--- config.mk ---
export PLATFORM = sky130hd
export DESIGN_NAME = wbi_res_arb4
export DESIGN_NICKNAME = d
export VERILOG_FILES = /design/src/rtl/wbi_pkg.sv /design/src/rtl/wbi_rr_pick4.sv /design/src/rtl/wbi_res_arb4.sv
export SDC_FILE = /design/constraint.sdc
export NUM_CORES = 1
export LEC_CHECK = 0
export CAP_MARGIN = 10
export CORE_MARGIN = 3
export CORE_UTILIZATION = 24
export CTS_CLUSTER_DIAMETER = 60
export DETAILED_ROUTE_END_ITERATION = 7
export PLACE_DENSITY_LB_ADDON = 0.08
export SLEW_MARGIN = 20
export SYNTH_ARGS = -nofsm -noshare
export SYNTH_HDL_FRONTEND = slang
export SYNTH_SLANG_ARGS = --single-unit
--- constraint.sdc ---
create_clock -name mclk -period 2.1 [get_ports mclk]
set_clock_uncertainty 0.2 [all_clocks]
set_input_delay 0.315 -clock mclk [delete_from_list [all_inputs] [get_ports mclk]]
set_output_delay 0.315 -clock mclk [all_outputs]
set_load 0.01 [all_outputs]
--- src/rtl/wbi_pkg.sv ---
// Definitions shared by the wbi response arbiter.
//   wbi_state_e : arbiter FSM states (IDLE = no grant, LOCK = grant held)
//   NS          : number of response sources (fixed at 4)
//   IDX_W       : width of a source index
//   next_idx()  : source index after i, wrapping 3 -> 0
package wbi_pkg;

    localparam int NS    = 4;
    localparam int IDX_W = 2;

    typedef enum logic {
        ST_IDLE = 1'b0,
        ST_LOCK = 1'b1
    } wbi_state_e;

    function automatic logic [IDX_W-1:0] next_idx(input logic [IDX_W-1:0] i);
        return i + 2'd1;
    endfunction

endpackage

--- src/rtl/wbi_rr_pick4.sv ---
// Rotating priority encoder over 4 requests (purely combinational).
//   req   : request vector, one bit per source
//   start : index that gets the highest priority; priority falls with
//           increasing index and wraps 3 -> 0
//   idx   : index of the winning request (0 when nothing is requested)
//   valid : at least one request is set
module wbi_rr_pick4
    import wbi_pkg::*;
(
    input  logic [NS-1:0]    req,
    input  logic [IDX_W-1:0] start,
    output logic [IDX_W-1:0] idx,
    output logic             valid
);

    // Rotate the requests so bit 0 is the source at 'start'; a plain
    // lowest-set-bit search then yields the offset from 'start'.
    logic [NS-1:0]    rot;
    logic [IDX_W-1:0] offset;

    generate
        for (genvar gi = 0; gi < NS; gi++) begin : g_rot
            assign rot[gi] = req[start + IDX_W'(gi)];
        end
    endgenerate

    always_comb begin
        offset = '0;
        for (int i = NS - 1; i >= 0; i--) begin
            if (rot[i]) begin
                offset = IDX_W'(i);
            end
        end
    end

    assign valid = |rot;
    assign idx   = valid ? (start + offset) : '0;

endmodule

--- src/rtl/wbi_res_arb4.sv ---
// Four-source response arbiter with burst lock.
// A source is granted round-robin and keeps the grant until it transfers
// a beat flagged lack or err; the next winner is then chosen in the same
// cycle so consecutive bursts hand over without a bubble.
//   mclk, reset_n        : clock, asynchronous active-low reset
//   src_rval_i/src_rrdy_o: per-source valid / ready (ready one-hot at most)
//   src_dat_i, src_ack_i, src_lack_i, src_err_i, src_tid_i : per-source fields
//   wbp_res_*            : merged response towards the consumer
//   wbp_res_rrdy_i       : consumer ready
//   gnt_o, busy_o        : current grant index, grant valid
module wbi_res_arb4 #(
    parameter int DW = 32,
    parameter int NS = 4
) (
    input  logic             mclk,
    input  logic             reset_n,
    input  logic [NS-1:0]    src_rval_i,
    output logic [NS-1:0]    src_rrdy_o,
    input  logic [NS*DW-1:0] src_dat_i,
    input  logic [NS-1:0]    src_ack_i,
    input  logic [NS-1:0]    src_lack_i,
    input  logic [NS-1:0]    src_err_i,
    input  logic [NS*4-1:0]  src_tid_i,
    output logic             wbp_res_rval_o,
    output logic [DW-1:0]    wbp_res_dat_o,
    output logic             wbp_res_ack_o,
    output logic             wbp_res_lack_o,
    output logic             wbp_res_err_o,
    output logic [3:0]       wbp_res_tid_o,
    input  logic             wbp_res_rrdy_i,
    output logic [1:0]       gnt_o,
    output logic             busy_o
);

    import wbi_pkg::*;

    wbi_state_e       state_q;
    logic [IDX_W-1:0] gnt_q;
    logic [IDX_W-1:0] ptr_q;
    logic             busy_q;

    logic [DW-1:0]    dat_arr [NS];
    logic [3:0]       tid_arr [NS];

    logic             lock;
    logic             burst_end;
    logic [IDX_W-1:0] pick_start;
    logic [IDX_W-1:0] pick_idx;
    logic             pick_valid;

    generate
        for (genvar gi = 0; gi < NS; gi++) begin : g_split
            assign dat_arr[gi] = src_dat_i[gi*DW +: DW];
            assign tid_arr[gi] = src_tid_i[gi*4 +: 4];
        end
    endgenerate

    assign lock = (state_q == ST_LOCK);

    // Burst end: the granted source hands over a beat carrying lack or err.
    assign burst_end = lock && src_rval_i[gnt_q] && wbp_res_rrdy_i
                       && (src_lack_i[gnt_q] || src_err_i[gnt_q]);

    // One encoder serves both arbitration points: from ptr_q when idle,
    // from the source after the current grant when a burst ends. Starting
    // after gnt_q puts the finishing source last in line.
    assign pick_start = lock ? next_idx(gnt_q) : ptr_q;

    wbi_rr_pick4 u_pick (
        .req   (src_rval_i),
        .start (pick_start),
        .idx   (pick_idx),
        .valid (pick_valid)
    );

    // Response path is a pure mux on the registered grant; gating on the
    // state register makes reset clear the outputs without waiting a clock.
    always_comb begin
        wbp_res_rval_o = 1'b0;
        wbp_res_dat_o  = '0;
        wbp_res_ack_o  = 1'b0;
        wbp_res_lack_o = 1'b0;
        wbp_res_err_o  = 1'b0;
        wbp_res_tid_o  = '0;
        src_rrdy_o     = '0;
        if (lock) begin
            wbp_res_rval_o    = src_rval_i[gnt_q];
            wbp_res_dat_o     = dat_arr[gnt_q];
            wbp_res_ack_o     = src_ack_i[gnt_q];
            wbp_res_lack_o    = src_lack_i[gnt_q];
            wbp_res_err_o     = src_err_i[gnt_q];
            wbp_res_tid_o     = tid_arr[gnt_q];
            src_rrdy_o[gnt_q] = wbp_res_rrdy_i;
        end
    end

    always_ff @(posedge mclk or negedge reset_n) begin
        if (!reset_n) begin
            state_q <= ST_IDLE;
            gnt_q   <= '0;
            ptr_q   <= '0;
            busy_q  <= 1'b0;
        end else begin
            case (state_q)
                ST_IDLE: begin
                    if (pick_valid) begin
                        state_q <= ST_LOCK;
                        gnt_q   <= pick_idx;
                        busy_q  <= 1'b1;
                    end
                end
                ST_LOCK: begin
                    // Gaps in the granted source's valid do not release it.
                    if (burst_end) begin
                        ptr_q <= next_idx(gnt_q);
                        if (pick_valid) begin
                            gnt_q <= pick_idx;
                        end else begin
                            state_q <= ST_IDLE;
                            gnt_q   <= '0;
                            busy_q  <= 1'b0;
                        end
                    end
                end
                default: begin
                    state_q <= ST_IDLE;
                    gnt_q   <= '0;
                    busy_q  <= 1'b0;
                end
            endcase
        end
    end

    assign gnt_o  = gnt_q;
    assign busy_o = busy_q;

endmodule

==> results.py <==
metrics = {
    "synthesis": {
        "synth_top_area_cell": "mux4_2",
        "synth_area_um2": 1650,
        "netlist_top_cells_area": "mux4_2 54%, and2_1 16%, dfrtp_1 9.1%",
        "syn_avg_cell_area_um2": 11.6,
        "synth_top_area_share_pct": 54.5,
        "synth_warnings": 0,
        "ys_ff_latch": 6,
        "ys_seq_area_share_pct": 9.08,
        "syn_nets": 310,
        "synth.distinct_cells": 26,
        "syn-instance-count": 143,
    },
    "layout": {
        "fin_cells": 451,
        "diodes": 0,
        "fin_util_pct": 66.8,
        "drive_gt1_share_pct": 43.0,
        "nFillCells": 532,
        "area_growth_pct": 164,
        "layout_commonest_cell": "clkdlybuf4s50_1",
        "nets": 542,
        "final_cell_mix": "165 x clkdlybuf4s50_1, 40 x mux4_2, 39 x buf_6, 25 x and2_4",
    },
    "route": {
        "drtPass1Iterations": 4,
        "vias_per_cell": 4.99,
        "ant_nets": 0,
        "drt_wl_total_um": 9210,
        "drt_iter0_drc": 43,
        "vias": 2252,
        "wl_per_cell_um": 20.4,
        "route.detailed.drc": 0,
    },
    "die": {
        "die_h_um": 89.0,
        "core_area_um2": 6530,
        "row_count": 29,
        "start_util_pct": 25.3,
        "pin_count": 210,
        "die_x_um": 89.0,
        "dieArea_um2": 7920,
    },
    "clock_network": {
        "htree_levels": 1,
        "clock_sinks": 6,
        "clockBufferDepth": 2,
        "cts_buffers": 3,
        "path_clk_slew_ns": 0.04,
        "cts_hold_buf": 0,
        "clock-root-buffer": "clkbuf_8",
        "clkLatencyLatePin_ns": 0.23,
        "cts_tree": "built",
    },
    "timing": {
        "slew_headroom_pct": 74.9,
        "setup_viol": 41,
        "rsz0062_at_grt": "yes",
        "setup_tns_ns": -5.01,
        "hold_viol": 0,
        "period_share_pct": 109,
        "setup_ws_ns": -0.198,
        "maxSlewViolCount": 0,
        "fmax_mhz": 435,
        "tightest_slew_ns": 0.372,
        "post-route-min-period_ns": 2.30,
    },
    "grt": {
        "use_met1_pct": 26.5,
        "grtUsageMet2_pct": 39.6,
        "overflow": 0,
        "grt_max_degree": 27,
        "grt_pass1_wl_um": 12900,
        "use_met3_pct": 4.61,
        "antenna_found_initial": 0,
        "grt_pass1_vias": 2245,
        "top_usage_layer": "met2",
        "track_usage_pct": 21.6,
    },
    "outcome": {
        "violations": "setup timing",
        "outcome": "finished with violations",
    },
    "setup_path": {
        "cp-start-kind": "register",
        "criticalPathCategory": "reg2out",
        "end_kind": "output port",
        "critPathMaxFanout": 6,
        "r2r_slack_ns": -0.12,
        "worstPathArrival_ns": 1.78,
        "worstPathRequired_ns": 1.58,
    },
    "pwr": {
        "powerDensity_nw_per_um2": 1050,
        "peakVddDrop_mv": 0.880,
        "power_uw": 4560,
        "total_leakage_power_uw": 0.00173,
    },
    "hold_path": {
        "min_path_type": "in2async",
    },
    "run": {
        "cap_violations": 0,
    },
    "place": {
        "gp_congestion": 0.787,
        "portBuffers": 209,
        "dp_cells": 431,
        "place_hpwl_um": 7110,
    },
}
per-layer routing:
metal,up-vias,routed length (um)
li1,1023,-
met1,1120,3390
met2,98,4930
met3,11,768
met4,0,127
met5,-,0
flip-flops by register name (all words and copies together) (netlist names):
signal,cells
gnt_o,2
ptr_q,2
busy_o,1
lock,1
cell usage after synthesis:
master	instances
nand3b_1	1
o31ai_1	1
mux4_2	40
buf_6	1
nor4_1	1
nand2_1	6
clkbuf_1	7
a31oi_1	2
or2_2	1
o2111ai_2	1
buf_2	5
o21bai_1	1
nand2b_1	4
and2b_2	1
mux2_2	1
inv_1	3
mux2i_1	1
buf_4	2
and3_1	4
and2_1	41
a21oi_1	4
ha_1	4
nand3_1	1
dfrtp_1	6
o21ai_0	2
nor2_1	2
per-stage QoR:
stage,hold slack [ns],area (um^2),setup slack [ns]
2_1_floorplan,-0.181,1670,0.00557
3_3_place_gp,0.253,3970,-0.289
3_5_place_dp,0.256,3970,-0.287
4_1_cts,0.131,4220,-0.190
5_1_grt,0.141,4370,-0.255
6_report,0.118,4370,-0.198
worst max-delay path, stage by stage, from the launching register on:
cell	delay [ns]
dfrtp_2	0.41
buf_6	0.12
buf_6	0.12
buf_16	0.13
mux4_2	0.49
and2_1	0.15
buf_2	0.13
report_power, final:
| part | internal (uW) | total, uW | leakage, uW | switching (uW) |
|---|---|---|---|---|
| sequential | 160 | 226 | 0.0000643 | 66.2 |
| combinational | 2670 | 4140 | 0.00164 | 1470 |
| clock | 132 | 195 | 0.0000228 | 63.6 |
| total | 2960 | 4560 | 0.00173 | 1600 |
timing repair:
action                                  4_1_cts  5_1_grt
cloned                                        6        0
buffers inserted                             12        2
endpoints found under the setup margin       47       47
pin swaps                                    43        2
gates resized for setup                     223       48
endpoints found under the hold margin         0        0
path summary, 6_finish.rpt:
check | from | end | depth (start not counted)
min in group mclk | busy_o | busy_o | 1
worst min register to register | busy_o | busy_o | 1
worst min-delay path | reset_n | ptr_q[0] | 1
worst max-delay path | gnt_o[0] | wbp_res_tid_o[1] | 6
worst max register to register | gnt_o[0] | ptr_q[1] | 6
max in group asynchronous | reset_n | gnt_o[0] | 1
logic make-up (layout without fill, tap and decap cells):
family,count (synthesis),after routing,share of synthesized area (%)
buffers and inverters,18,249,5.37
multiplexers,42,42,55.7
adder cells (fa/ha/maj),4,4,3.03
AO/OA/AOI/OAI,11,11,4.39
flip-flops,6,6,9.08
AND/OR/NAND/NOR,62,62,22.4
layout make-up:
type / count / area (um^2) / area share (%)
sequential: 6 / 153 / 3.50
tap: 77 / 96.3 / 2.21
inverter: 3 / 23.8 / 0.545
timing repair buffer: 242 / 2500 / 57.4
clock buffer: 4 / 45.0 / 1.03
multi-input combinational: 119 / 1540 / 35.4
No activity file was read; power rests on OpenSTA's default activity.
